File: config.mk
export PLATFORM = sky130hd
export DESIGN_NAME = uop_cache_ctrl_flat
export DESIGN_NICKNAME = d
export VERILOG_FILES = /design/src/rtl/loop_buf_pkg.sv /design/src/rtl/uop_cache_ctrl_if.sv /design/src/rtl/wrap_ptr.sv /design/src/rtl/uop_cache_ctrl.sv /design/src/flat_wrapper.sv
export SDC_FILE = /design/constraint.sdc
export NUM_CORES = 1
export LEC_CHECK = 0
export CAP_MARGIN = 20
export CORE_MARGIN = 4
export CORE_UTILIZATION = 33
export CTS_CLUSTER_SIZE = 30
export DETAILED_ROUTE_END_ITERATION = 12
export GPL_ROUTABILITY_DRIVEN = 1
export PLACE_DENSITY = 0.86
export SLEW_MARGIN = 20
export SYNTH_ARGS = -nofsm -noshare
export SYNTH_HDL_FRONTEND = slang
export SYNTH_SLANG_ARGS = --single-unit
File: constraint.sdc
create_clock -name clk -period 1.8 [get_ports clk]
set_input_delay 0.36 -clock clk [delete_from_list [all_inputs] [get_ports clk]]
set_output_delay 0.36 -clock clk [all_outputs]
set_load 0.02 [all_outputs]
File: src/rtl/loop_buf_pkg.sv
// -----------------------------------------------------------------------------
// loop_buf_pkg
// Constants and types shared by the stream loop buffer blocks (loop detector,
// uop cache controller).
//   LB_DEPTH / LB_AW / LB_DW : default uop cache geometry
//   lb_state_e               : controller state encoding (also driven on the
//                              controller's debug state output)
//   OPC_*                    : RV32 control-transfer opcodes used by the loop
//                              detector to recognise a loop-closing branch
// -----------------------------------------------------------------------------
package loop_buf_pkg;

    localparam int LB_DEPTH = 64;
    localparam int LB_AW    = 6;
    localparam int LB_DW    = 32;

    typedef enum logic [1:0] {
        ST_IDLE   = 2'b00,
        ST_FILL   = 2'b01,
        ST_LOADED = 2'b10,
        ST_REPLAY = 2'b11
    } lb_state_e;

    localparam logic [6:0] OPC_JAL    = 7'b1101111;
    localparam logic [6:0] OPC_BRANCH = 7'b1100011;
    localparam logic [6:0] OPC_JALR   = 7'b1100111;

    // True for any control-transfer opcode that can close a loop body.
    function automatic logic is_ctrl_xfer(input logic [6:0] opc);
        return (opc == OPC_JAL) || (opc == OPC_BRANCH) || (opc == OPC_JALR);
    endfunction

endpackage

File: src/rtl/uop_cache_ctrl_if.sv
// -----------------------------------------------------------------------------
// uop_cache_ctrl_if
// Bundle of every handshake/bus signal around uop_cache_ctrl.
//   fill_*   : fill stream from the loop detector (valid/ready)
//   replay_* : replay stream to the IF stage (request / registered valid)
//   abort    : mispredict flush
//   status   : overflow pulse, loop_len, iter_count, state (debug)
//   bram_*   : single write port + single read port of the uop_cache BRAM
// Handshake rule: a fill beat transfers on a cycle where fill_valid and
// fill_ready are both high; fill_ready never depends on fill_valid. A replay
// read is issued on each cycle replay_req is high while a body is loaded, and
// replay_valid marks the returned instruction exactly one cycle later.
// Modports: slave = controller side, master = environment side.
// -----------------------------------------------------------------------------
interface uop_cache_ctrl_if
    import loop_buf_pkg::*;
#(
    parameter int AW = LB_AW,
    parameter int DW = LB_DW
);
    logic          fill_valid;
    logic [DW-1:0] fill_data;
    logic          fill_last;
    logic          fill_ready;
    logic          replay_req;
    logic          replay_valid;
    logic [DW-1:0] replay_data;
    logic          replay_last;
    logic          abort;
    logic          overflow;
    logic [AW:0]   loop_len;
    logic [15:0]   iter_count;
    logic [1:0]    state;
    logic          bram_we;
    logic [AW-1:0] bram_waddr;
    logic [DW-1:0] bram_wdata;
    logic          bram_re;
    logic [AW-1:0] bram_raddr;
    logic [DW-1:0] bram_rdata;

    modport slave (
        input  fill_valid, fill_data, fill_last, replay_req, abort, bram_rdata,
        output fill_ready, replay_valid, replay_data, replay_last, overflow,
               loop_len, iter_count, state, bram_we, bram_waddr, bram_wdata,
               bram_re, bram_raddr
    );

    modport master (
        output fill_valid, fill_data, fill_last, replay_req, abort, bram_rdata,
        input  fill_ready, replay_valid, replay_data, replay_last, overflow,
               loop_len, iter_count, state, bram_we, bram_waddr, bram_wdata,
               bram_re, bram_raddr
    );
endinterface

File: src/rtl/wrap_ptr.sv
// -----------------------------------------------------------------------------
// wrap_ptr
// AW-bit address counter that wraps to 0 after reaching a programmable limit.
//   i_clk, i_reset : clock, asynchronous active-high reset
//   i_clear        : synchronous clear to 0 (wins over i_inc)
//   i_inc          : advance by one, wrapping from i_limit to 0
//   i_limit        : last address before wrap
//   o_ptr          : current pointer value
// -----------------------------------------------------------------------------
module wrap_ptr
    import loop_buf_pkg::*;
#(
    parameter int AW = LB_AW
) (
    input  logic          i_clk,
    input  logic          i_reset,
    input  logic          i_clear,
    input  logic          i_inc,
    input  logic [AW-1:0] i_limit,
    output logic [AW-1:0] o_ptr
);
    logic [AW-1:0] r_ptr;

    always_ff @(posedge i_clk or posedge i_reset) begin
        if (i_reset) begin
            r_ptr <= '0;
        end else if (i_clear) begin
            r_ptr <= '0;
        end else if (i_inc) begin
            r_ptr <= (r_ptr == i_limit) ? '0 : r_ptr + AW'(1);
        end
    end

    assign o_ptr = r_ptr;
endmodule

File: src/rtl/uop_cache_ctrl.sv
// -----------------------------------------------------------------------------
// uop_cache_ctrl
// Sequencing controller for the loop-buffer uop cache BRAM. Stores a fill
// stream of loop-body instructions, commits the body length on the
// loop-closing beat, replays the body with wrap-around on fetch demand and
// discards everything on abort.
//   clk, reset : clock, asynchronous active-high reset
//   bus        : uop_cache_ctrl_if.slave (fill, replay, abort, status, BRAM)
// -----------------------------------------------------------------------------
module uop_cache_ctrl
    import loop_buf_pkg::*;
#(
    parameter int DEPTH = LB_DEPTH,
    parameter int AW    = LB_AW,
    parameter int DW    = LB_DW
) (
    input  logic             clk,
    input  logic             reset,
    uop_cache_ctrl_if.slave  bus
);
    localparam logic [AW-1:0] WPTR_LAST = AW'(DEPTH - 1);

    lb_state_e     r_state;
    logic [AW:0]   r_loop_len;
    logic          r_overflow;
    logic          r_replay_valid;
    logic          r_replay_last;
    logic [15:0]   r_iter_count;

    logic [AW-1:0] w_wptr;
    logic [AW-1:0] w_rptr;
    logic [AW-1:0] w_rlimit;
    logic [AW:0]   w_len_p1;
    logic [DW-1:0] w_fill_data;
    logic          w_fill_ready;
    logic          w_fill_xfer;
    logic          w_commit;
    logic          w_ovf;
    logic          w_read;

    assign w_fill_data  = bus.fill_data;
    // Abort masks ready, so a beat arriving with abort never writes or commits.
    assign w_fill_ready = ((r_state == ST_IDLE) || (r_state == ST_FILL)) && !bus.abort;
    assign w_fill_xfer  = bus.fill_valid && w_fill_ready;
    assign w_commit     = w_fill_xfer && bus.fill_last;
    // The DEPTH-th beat without fill_last means the body cannot fit.
    assign w_ovf        = w_fill_xfer && !bus.fill_last && (r_state == ST_FILL)
                          && (w_wptr == WPTR_LAST);
    assign w_read       = ((r_state == ST_LOADED) || (r_state == ST_REPLAY))
                          && bus.replay_req && !bus.abort;
    // loop_len of DEPTH truncates to 0 here, so the limit correctly becomes DEPTH-1.
    assign w_rlimit     = r_loop_len[AW-1:0] - AW'(1);
    assign w_len_p1     = {1'b0, w_wptr} + (AW+1)'(1);

    wrap_ptr #(.AW(AW)) u_wptr (
        .i_clk   (clk),
        .i_reset (reset),
        .i_clear (bus.abort || w_commit || w_ovf),
        .i_inc   (w_fill_xfer),
        .i_limit (WPTR_LAST),
        .o_ptr   (w_wptr)
    );

    // rptr only moves in LOADED/REPLAY and is zero on entry to LOADED, since
    // the only exits from REPLAY are abort and reset, both of which clear it.
    wrap_ptr #(.AW(AW)) u_rptr (
        .i_clk   (clk),
        .i_reset (reset),
        .i_clear (bus.abort),
        .i_inc   (w_read),
        .i_limit (w_rlimit),
        .o_ptr   (w_rptr)
    );

    always_ff @(posedge clk or posedge reset) begin
        if (reset) begin
            r_state        <= ST_IDLE;
            r_loop_len     <= '0;
            r_overflow     <= 1'b0;
            r_replay_valid <= 1'b0;
            r_replay_last  <= 1'b0;
            r_iter_count   <= '0;
        end else begin
            r_overflow     <= w_ovf;
            r_replay_valid <= w_read;
            r_replay_last  <= w_read && (w_rptr == w_rlimit);

            if (bus.abort) begin
                r_iter_count <= '0;
            end else if (r_replay_valid && r_replay_last && (r_iter_count != 16'hFFFF)) begin
                r_iter_count <= r_iter_count + 16'd1;
            end

            if (bus.abort) begin
                r_state    <= ST_IDLE;
                r_loop_len <= '0;
            end else begin
                case (r_state)
                    ST_IDLE, ST_FILL: begin
                        if (w_commit) begin
                            r_loop_len <= w_len_p1;
                            r_state    <= ST_LOADED;
                        end else if (w_ovf) begin
                            r_loop_len <= '0;
                            r_state    <= ST_IDLE;
                        end else if (w_fill_xfer) begin
                            r_state    <= ST_FILL;
                        end
                    end
                    ST_LOADED: begin
                        if (w_read) begin
                            r_state <= ST_REPLAY;
                        end
                    end
                    default: begin
                        r_state <= r_state;
                    end
                endcase
            end
        end
    end

    assign bus.fill_ready   = w_fill_ready;
    assign bus.bram_we      = w_fill_xfer;
    assign bus.bram_waddr   = w_wptr;
    assign bus.bram_wdata   = w_fill_data;
    assign bus.bram_re      = w_read;
    assign bus.bram_raddr   = w_rptr;
    assign bus.replay_valid = r_replay_valid;
    assign bus.replay_last  = r_replay_last;
    assign bus.replay_data  = bus.bram_rdata;
    assign bus.overflow     = r_overflow;
    assign bus.loop_len     = r_loop_len;
    assign bus.iter_count   = r_iter_count;
    assign bus.state        = r_state;
endmodule

File: src/flat_wrapper.sv
// flat-port wrapper written by rule: the top's interface ports become plain ports
module uop_cache_ctrl_flat import loop_buf_pkg::*;
#(
    parameter int DEPTH = LB_DEPTH,
    parameter int AW    = LB_AW,
    parameter int DW    = LB_DW
)
  (clk, reset, bus_fill_valid, bus_fill_data, bus_fill_last, bus_replay_req, bus_abort, bus_bram_rdata, bus_fill_ready, bus_replay_valid, bus_replay_data, bus_replay_last, bus_overflow, bus_loop_len, bus_iter_count, bus_state, bus_bram_we, bus_bram_waddr, bus_bram_wdata, bus_bram_re, bus_bram_raddr);
  uop_cache_ctrl_if #(.AW(AW), .DW(DW)) bus_i ();
  input  logic clk;
  input  logic reset;
  input wire logic [$bits(bus_i.fill_valid)-1:0] bus_fill_valid;
  input wire logic [$bits(bus_i.fill_data)-1:0] bus_fill_data;
  input wire logic [$bits(bus_i.fill_last)-1:0] bus_fill_last;
  input wire logic [$bits(bus_i.replay_req)-1:0] bus_replay_req;
  input wire logic [$bits(bus_i.abort)-1:0] bus_abort;
  input wire logic [$bits(bus_i.bram_rdata)-1:0] bus_bram_rdata;
  output wire logic [$bits(bus_i.fill_ready)-1:0] bus_fill_ready;
  output wire logic [$bits(bus_i.replay_valid)-1:0] bus_replay_valid;
  output wire logic [$bits(bus_i.replay_data)-1:0] bus_replay_data;
  output wire logic [$bits(bus_i.replay_last)-1:0] bus_replay_last;
  output wire logic [$bits(bus_i.overflow)-1:0] bus_overflow;
  output wire logic [$bits(bus_i.loop_len)-1:0] bus_loop_len;
  output wire logic [$bits(bus_i.iter_count)-1:0] bus_iter_count;
  output wire logic [$bits(bus_i.state)-1:0] bus_state;
  output wire logic [$bits(bus_i.bram_we)-1:0] bus_bram_we;
  output wire logic [$bits(bus_i.bram_waddr)-1:0] bus_bram_waddr;
  output wire logic [$bits(bus_i.bram_wdata)-1:0] bus_bram_wdata;
  output wire logic [$bits(bus_i.bram_re)-1:0] bus_bram_re;
  output wire logic [$bits(bus_i.bram_raddr)-1:0] bus_bram_raddr;
  assign bus_i.fill_valid = bus_fill_valid;
  assign bus_i.fill_data = bus_fill_data;
  assign bus_i.fill_last = bus_fill_last;
  assign bus_i.replay_req = bus_replay_req;
  assign bus_i.abort = bus_abort;
  assign bus_i.bram_rdata = bus_bram_rdata;
  assign bus_fill_ready = bus_i.fill_ready;
  assign bus_replay_valid = bus_i.replay_valid;
  assign bus_replay_data = bus_i.replay_data;
  assign bus_replay_last = bus_i.replay_last;
  assign bus_overflow = bus_i.overflow;
  assign bus_loop_len = bus_i.loop_len;
  assign bus_iter_count = bus_i.iter_count;
  assign bus_state = bus_i.state;
  assign bus_bram_we = bus_i.bram_we;
  assign bus_bram_waddr = bus_i.bram_waddr;
  assign bus_bram_wdata = bus_i.bram_wdata;
  assign bus_bram_re = bus_i.bram_re;
  assign bus_bram_raddr = bus_i.bram_raddr;
  uop_cache_ctrl #(.DEPTH(DEPTH), .AW(AW), .DW(DW)) u_core (.clk(clk), .reset(reset), .bus(bus_i));
endmodule
==> summary.md, run 1 <==
| Metric | Value |
|---|---|
| Simple-gate share of the synthesized area | 0.182 |
| Synthesized Nets | 365 |
| HP Class | in2async |
| First-pass GRT wire length | 10700 um |
| Synth area leaders | dfrtp_1 38%, buf_4 18%, xnor2_1 4.6% |
| Skew-Pair Late Insertion Delay | 0.29 ns |
| Vias per cell | 5.16 |
| Root Driver | clkbuf_8 |
| Final routed DRC violation total | 0 |
| Routed met3 length | 457 um |
| Final Cell Area | 0.00339 sq mm |
| Largest net degree at the start of global routing | 41 |
| GP Congestion | 0.833 |
| Worst slew pin tran | 0.588 ns |
| H-tree Lvls | 2 |
| Slew Limit Fails | 0 |
| Die ar. | 0.00949 sq mm |
| Final setup viols | 2 |
| Sw Ratio | 0.245 |
| Die W | 97.4 um |
| FF-to-FF Start | u_core.bus.loop_len[1] |
| Clock-pin slew on the worst setup and hold paths | 0.08 ns |
| Share of Yosys cell area claimed by the top area cell type | 0.380 |
| Post-Synth XOR/XNOR Area | 0.0797 |
| Netlist cell types | 43 |
| WL final | 6850 um |
| Synth Area in Compound Gates | 0.125 |
| Adder-cell share of the synthesized area | 0.0190 |
| Total power | 0.00202 W |
| Ys async rst share | 1.00 |
| #FFs+latches synth | 40 |
| Vias in the first global route | 2171 |
| Final setup margin | -0.0148 ns |
| CORE AREA | 0.00777 sq mm |
| Failing checks | setup timing |
| Post-Synthesis Cells | 291 |
| Mapped cell area | 0.00264 sq mm |
| Number of synthesis warnings | 0 |
| Post-synth EDFFs | 0 |
| Critical path class | reg2reg |
| Largest family of logic cells by synthesized area | buffers and inverters |
| Final Hold Fails | 0 |
| Post-synthesis mux area share | 0.00949 |
| Initial antenna violation count | 0 |
| Final Skew | 0.00955 ns |
| Height of the die | 97.4 um |
| R2R Setup Slk | -0.01 ns |
| Max-cap violations | 0 |
| Syn_area_per_cell | 9.06 sq um |
| RSZ-0062 raised after global routing | yes |
| CP startpoint kind | flip-flop |
| 1st-iter DRT viols | 117 |
| Met2 routed WL | 3500 um |
| Worst setup EP type | flip-flop |
| Initial Utilization | 0.340 |
| Part of the cycle the worst path needs | 1.01 |
| FP Rows | 32 |
| Leakage | 1.61 nW |
| Maximum resistive drop on vdd | 0.398 mV |
| Min cycle time layout | 1.81 ns |
| DR WL/cell | 16.4 um |
| Share of cells above drive strength 1 | 0.275 |
| CTS tree | yes |
| Buffers on Ports | 48 |
| Clock sinks | 40 |
| Sequential area share after synthesis | 0.380 |
| R2R depth | 9 |
| # IOs | 177 |
| Detailed placement HPWL | 4700 um |
| Min Hold Slack | 0.421 ns |
| CTS Hold Bufs | 0 |
| Clock Power Share | 0.402 |
| Antenna cell count | 0 |
| Top FF cell, synth | dfrtp_1 |
| Status | finished with violations |
| Most frequent cell after synthesis | buf_4 |
| CP arrival | 2.05 ns |
| Grt ovf | 0 |
| Post-DP Area | 0.00300 sq mm |
| TritonCTS Buffers | 5 |
| Worst R2R End | u_core.bus.replay_last |
| Post-synth top cells | 64 x buf_4, 40 x dfrtp_1, 26 x nor2_1, 23 x nand2_1, 14 x xnor2_1 |
| Via count | 2156 |
| Peak Freq | 551 MHz |
| DRT Pass-1 Iters | 4 |
| Sequential cell fraction of total power | 0.462 |
| Switching power total | 0.000495 W |
| Internal Power | 0.00152 W |
| ANT nets after route | 0 |
| Post-synth top area cell | dfrtp_1 |
| Gr usage total | 0.134 |
| Critical path data required time | 2.04 ns |
| Nets | 389 |
| Worst-case clock buffer depth | 2 |
| Pwr/cell area | 595 mW/mm^2 |
| Critical path peak fanout | 3 |
| Slew margin rel. | 0.598 |
| Top Layer Used | met4 |
| Comb power frac | 0.136 |
| Area delta synth->final | 28.5% |
| Met1 Wirelength | 2690 um |
## sequential cells by signal, indices dropped and copies added (netlist names)
register / flops
u_core.bus.iter_count: 16
u_core.u_wptr.o_ptr: 6
u_core.u_rptr.o_ptr: 6
u_core.bus.state: 2
u_core.bus.replay_valid: 1
u_core.bus.loop_len: 7
u_core.bus.replay_last: 1
u_core.bus.overflow: 1
## layout make-up
cell class,count,area [sq um]
sequential,40,1010
timing repair buffer,88,820
tap,102,128
fill,719,4380
clock inverter,1,30.0
clock buffer,7,96.3
multi-input combinational,173,1270
inverter,7,26.3
## worst max-delay path by stage
stage	startpoint	end	slack [ns]	cells past startpoint
2_1_floorplan	u_core.bus.loop_len[0]	u_core.u_rptr.o_ptr[2]	0.005	7
3_3_place_gp	bus_replay_req	bus_bram_re	-0.39	4
3_5_place_dp	bus_replay_req	bus_bram_re	-0.42	4
4_1_cts	u_core.bus.loop_len[1]	u_core.u_rptr.o_ptr[1]	0.0004	9
5_1_grt	u_core.bus.loop_len[1]	u_core.bus.replay_last	-0.13	9
6_report	u_core.bus.loop_len[1]	u_core.bus.replay_last	-0.01	9
## cells in the final DEF (no fill, tap or decap), types with 3 or more instances in the layout
master,count
nand2_1,22
dlygate4sd2_1,4
and3_1,7
xor2_1,10
dlymetal6s2s_1,11
a21oi_1,11
clkdlybuf4s50_1,29
nand4_1,4
buf_4,39
clkbuf_8,7
nor2_1,24
xnor2_1,13
o2bb2ai_1,4
or3_1,3
nor3_1,5
inv_1,5
dfrtp_1,30
dfrtp_2,10
and2_1,3
a2111oi_4,4
o21ai_0,6
nand3_1,11
a22o_1,3
## power by group through the flow
stage / registers [W] / clock network [W] / logic, W
after CTS: 0.000930 / 0.000823 / 0.000253
after global placement: 0.000946 / 0 / 0.000244
final: 0.000931 / 0.000811 / 0.000274
after detailed placement: 0.000948 / 0 / 0.000250
after global routing: 0.000933 / 0.000862 / 0.000300
after floorplan: 0.000972 / 0 / 0.000310
## layer usage
metal / vias up / global-route usage
li1: 993 / -
met1: 1044 / 0.155
met2: 90 / 0.235
met3: 29 / 0.0258
met4: 0 / 0.0639
met5: - / 0
## cell families after synthesis
logic type,count (synthesis)
fa+ha+maj,4
compound gates,47
mux,2
buf+inv,79
simple gates,95
flops,40
xor+xnor,24
## worst max-delay path: stages, from the launching register on
cell,delay (ns)
dfrtp_2,0.37
inv_2,0.05
ha_4,0.15
xor2_1,0.16
xnor2_1,0.23
a32oi_2,0.11
nor4_4,0.26
buf_4,0.20
buf_6,0.11
and2_1,0.11
## through the flow
stage / std cells / util / worst slack, ns / TNS [ns]
2_1_floorplan: 291 / - / 0.00511 / 0
3_3_place_gp: 401 / 0.386 / -0.387 / -2.58
3_5_place_dp: 401 / 0.386 / -0.420 / -3.46
4_1_cts: 411 / 0.411 / 0.000427 / 0
5_1_grt: 418 / 0.436 / -0.127 / -0.429
6_report: 418 / 0.436 / -0.0148 / -0.0205
## repair_timing
| action | 4_1_cts | 5_1_grt |
|---|---|---|
| gates resized for setup | 25 | 36 |
| setup buffers | 2 | 7 |
| pin swaps | 6 | 15 |
| endpoints found under the setup margin | 15 | 34 |
| cloned | 0 | 1 |
(Power assumes the default switching activity.)
==> inputs of run 2 (changes only) <==
Settings changed: ABC_AREA set to 1, ABC_CLOCK_PERIOD_IN_PS set to 1800, CORE_UTILIZATION 33 to 34, GPL_TIMING_DRIVEN set to 0.
==> run 2 against run 1 <==
Net effect: the run now ends clean; sequential share of layout area is 6.6 points lower; fmax is 3.1% higher; clock skew is 0.0063 ns lower; final cell count is 46% higher; sequential cell count stayed put; hold slack worse by 0.022 ns; die area is 4.3% higher; core utilization is 9.0 points higher; synthesized area is 7.9% higher; clock power is 23% lower; critical path type is now reg2out; largest power group unchanged.
==> summary.md, run 2 <==
| Metric | Value |
|---|---|
| Sw Ratio | 0.305 (+0.0600) |
| Slew margin rel. | 0.661 (+0.0631) |
| HP Class | in2async |
| Height of the die | 99.5 um (+2.1%) |
| Die W | 99.5 um (+2.1%) |
| Gr usage total | 0.149 (+0.0157) |
| Critical path data required time | 1.44 ns (-0.60 ns) |
| CP startpoint kind | flip-flop |
| Area delta synth->final | 51.3% |
| WL final | 7860 um (+15%) |
| Sequential area share after synthesis | 0.352 (-0.0277) |
| Dpl ws | -0.763 ns (-0.343 ns) |
| Ys async rst share | 1.00 (unchanged) |
| Worst path slowest cell | clkdlybuf4s50_1 |
| Initial Utilization | 0.348 (+0.00846) |
| GP Congestion | 1.01 (+21%) |
| Die ar. | 0.00990 sq mm (+4.3%) |
| Post-synth EDFFs | 0 (unchanged) |
| Final setup viols | 0 (-2) |
| Root Driver | clkbuf_8 |
| Number of synthesis warnings | 0 (unchanged) |
| Nets | 578 (+49%) |
| Slew Limit Fails | 0 (unchanged) |
| ANT nets after route | 0 (unchanged) |
| Final setup margin | 0.0390 ns (+0.0538 ns) |
| Antenna cell count | 0 (unchanged) |
| Leakage | 2.16 nW (+34%) |
| First-pass GRT wire length | 12200 um (+14%) |
| Vias in the first global route | 2739 (+26%) |
| Crit-path max cell delay | 0.65 ns (+0.28 ns) |
| CTS Hold Bufs | 0 (unchanged) |
| Vias per cell | 4.68 (-9.3%) |
| Share of Yosys cell area claimed by the top area cell type | 0.352 (-0.0277) |
| Final Hold Fails | 0 (unchanged) |
| FF-to-FF Start | u_core.bus.iter_count[0] |
| Most frequent cell after synthesis | nand2_1 |
| Worst-case clock buffer depth | 2 (unchanged) |
| Clock Power Share | 0.278 (-0.124) |
| Final core utilization | 0.526 (+0.0903) |
| CTS tree | yes |
| Grt ovf | 0 (unchanged) |
| Pwr/cell area | 523 mW/mm^2 (-12%) |
| Post-synth top cells | 109 x nand2_1, 64 x buf_4, 40 x dfrtp_1, 32 x inv_1, 29 x nand3_1 |
| Post-synth top area cell | dfrtp_1 |
| Critical path class | reg2out |
| DR WL/cell | 12.9 um (-21%) |
| Synth area leaders | dfrtp_1 35%, buf_4 17%, nand2_1 14% |
| Commonest non-fill, non-tap cell in the layout | nand2_1 |
| CORE AREA | 0.00818 sq mm (+5.3%) |
| R2R depth | 7 (-2) |
| TritonCTS Buffers | 5 (unchanged) |
| Skew-Pair Late Insertion Delay | 0.30 ns (about the same) |
| Buffers on Ports | 112 (+130%) |
| Syn_area_per_cell | 7.51 sq um (-17%) |
| H-tree Lvls | 2 (unchanged) |
| Largest net degree at the start of global routing | 23 (-44%) |
| Max-cap violations | 0 (unchanged) |
| Final Skew | 0.00322 ns (-0.00633 ns) |
| Synthesized Nets | 453 (+24%) |
| Top FF cell, synth | dfrtp_1 |
| Worst setup EP type | primary output |
| Status | complete, no violations |
| Comb power frac | 0.299 (+0.163) |
| #FFs+latches synth | 40 (unchanged) |
| Part of the cycle the worst path needs | 0.978 (-0.0299) |
| Maximum resistive drop on vdd | 0.423 mV (+6.2%) |
| Min cycle time layout | 1.76 ns (-0.0538 ns) |
| CP delay by family, top | buffers and inverters |
| Internal Power | 0.00156 W (+2.9%) |
| Number of flip-flops in the largest register | 16 (unchanged) |
| CP arrival | 1.40 ns (-0.65 ns) |
| Switching power total | 0.000688 W (+39%) |
| Initial antenna violation count | 0 (unchanged) |
| Peak Freq | 568 MHz (+3.1%) |
| Mapped cell area | 0.00285 sq mm (+7.9%) |
| Final routed DRC violation total | 0 (unchanged) |
| Buffers & Inverters on Critical Path | 1 (-2) |
| Critical path peak fanout | 6 (+3) |
| Worst R2R End | u_core.bus.iter_count[9] |
| # IOs | 177 (unchanged) |
| FP Rows | 33 (+3.1%) |
| DRT Pass-1 Iters | 5 (+1) |
| Via count | 2855 (+32%) |
| R2R Setup Slk | 0.11 ns (+0.12 ns) |
| Most frequent cells in the layout | 109 x nand2_1, 100 x clkdlybuf4s50_1, 70 x buf_4 |
| 1st-iter DRT viols | 121 (+3.4%) |
| Netlist cell types | 30 (-30%) |
| Worst slew pin tran | 0.508 ns (-0.0795 ns) |
| Detailed placement HPWL | 6260 um (+33%) |
| Clock-pin slew on the worst setup and hold paths | 0.08 ns (about the same) |
| Sequential cell fraction of total power | 0.423 (-0.039) |
| Post-Synthesis Cells | 379 (+30%) |
| Share of cells above drive strength 1 | 0.216 (-0.0595) |
| Clock sinks | 40 (unchanged) |
| Ordered list of cells on the worst path | clkdlybuf4s50_1 |
-- run 2: changes by cell type in the layout (fill, tap and decap cells not counted), sizes merged, moves of 8 or more --
cell,previous run,this run
clkdlybuf4s50,29,100
a21oi,11,2
nand4,5,13
inv,7,37
xnor2,14,4
and3,8,0
buf,41,72
nand3,13,32
nand2,23,111
-- run 2: what timing repair did --
item,4_1_cts,5_1_grt
endpoints found under the setup margin,5,27
pin swaps,0,3
buffers inserted,0,5
gates resized for setup,15,15
-- run 2: logic make-up (layout without fill, tap and decap cells) --
logic type	count (synthesis)	count (layout)	synth area share
adder cells (fa/ha/maj)	4	4	0.0176
XOR/XNOR	16	16	0.0493
AO/OA/AOI/OAI	19	19	0.0365
flip-flops	40	40	0.352
buffers and inverters	105	231	0.228
AND/OR/NAND/NOR	195	195	0.317
-- run 2: layout make-up --
type,count,area [sq um]
Fill cell,766,3870
Multi-Input combinational cell,234,1230
Timing Repair Buffer,118,1200
Tap cell,105,131
Inverter,37,141
Buffer,68,510
Sequential cell,40,1000
Clock inverter,2,10.0
Clock buffer,6,82.6
-- run 2: power by group through the flow --
| stage | Combinational, W | Clock [W] | Sequential (W) |
|---|---|---|---|
| 6_report | 0.000674 | 0.000627 | 0.000952 |
| 5_1_grt | 0.000728 | 0.000687 | 0.000957 |
| 4_1_cts | 0.000668 | 0.000642 | 0.000951 |
| 3_5_place_dp | 0.000667 | 0 | 0.000967 |
| 3_3_place_gp | 0.000645 | 0 | 0.000966 |
| 2_1_floorplan | 0.000372 | 0 | 0.000990 |
-- run 2: worst max-delay path by stage --
stage | start | end | depth (start not counted)
3_3_place_gp | bus_abort | bus_bram_re | 3
3_5_place_dp | bus_abort | bus_bram_re | 3
6_report | u_core.bus.iter_count[11] | bus_iter_count[11] | 1
2_1_floorplan | u_core.bus.loop_len[0] | u_core.u_rptr.o_ptr[0] | 10
5_1_grt | u_core.bus.iter_count[11] | bus_iter_count[11] | 1
4_1_cts | bus_replay_req | bus_bram_re | 4
-- run 2: per-stage QoR --
step           hold WS, ns  setup TNS, ns  instance area (sq um)  std cells  power (W)
2_1_floorplan        0.433              0                   2850        379    0.00136
3_3_place_gp         0.482         -21.01                   4100        596    0.00161
3_5_place_dp         0.486          -7.94                   4130        597    0.00163
4_1_cts              0.417        -0.0519                   4230        605    0.00226
5_1_grt              0.462        -0.0151                   4300        610    0.00237
6_report             0.399              0                   4300        610    0.00225
-- run 2: routing by layer --
layer	vias up	share of wire	GRT usage
met3	7	0.090	0.0407
met4	0	0.0080	0.0452
li1	1395	-	-
met5	-	0	0
met1	1332	0.38	0.171
met2	121	0.52	0.270
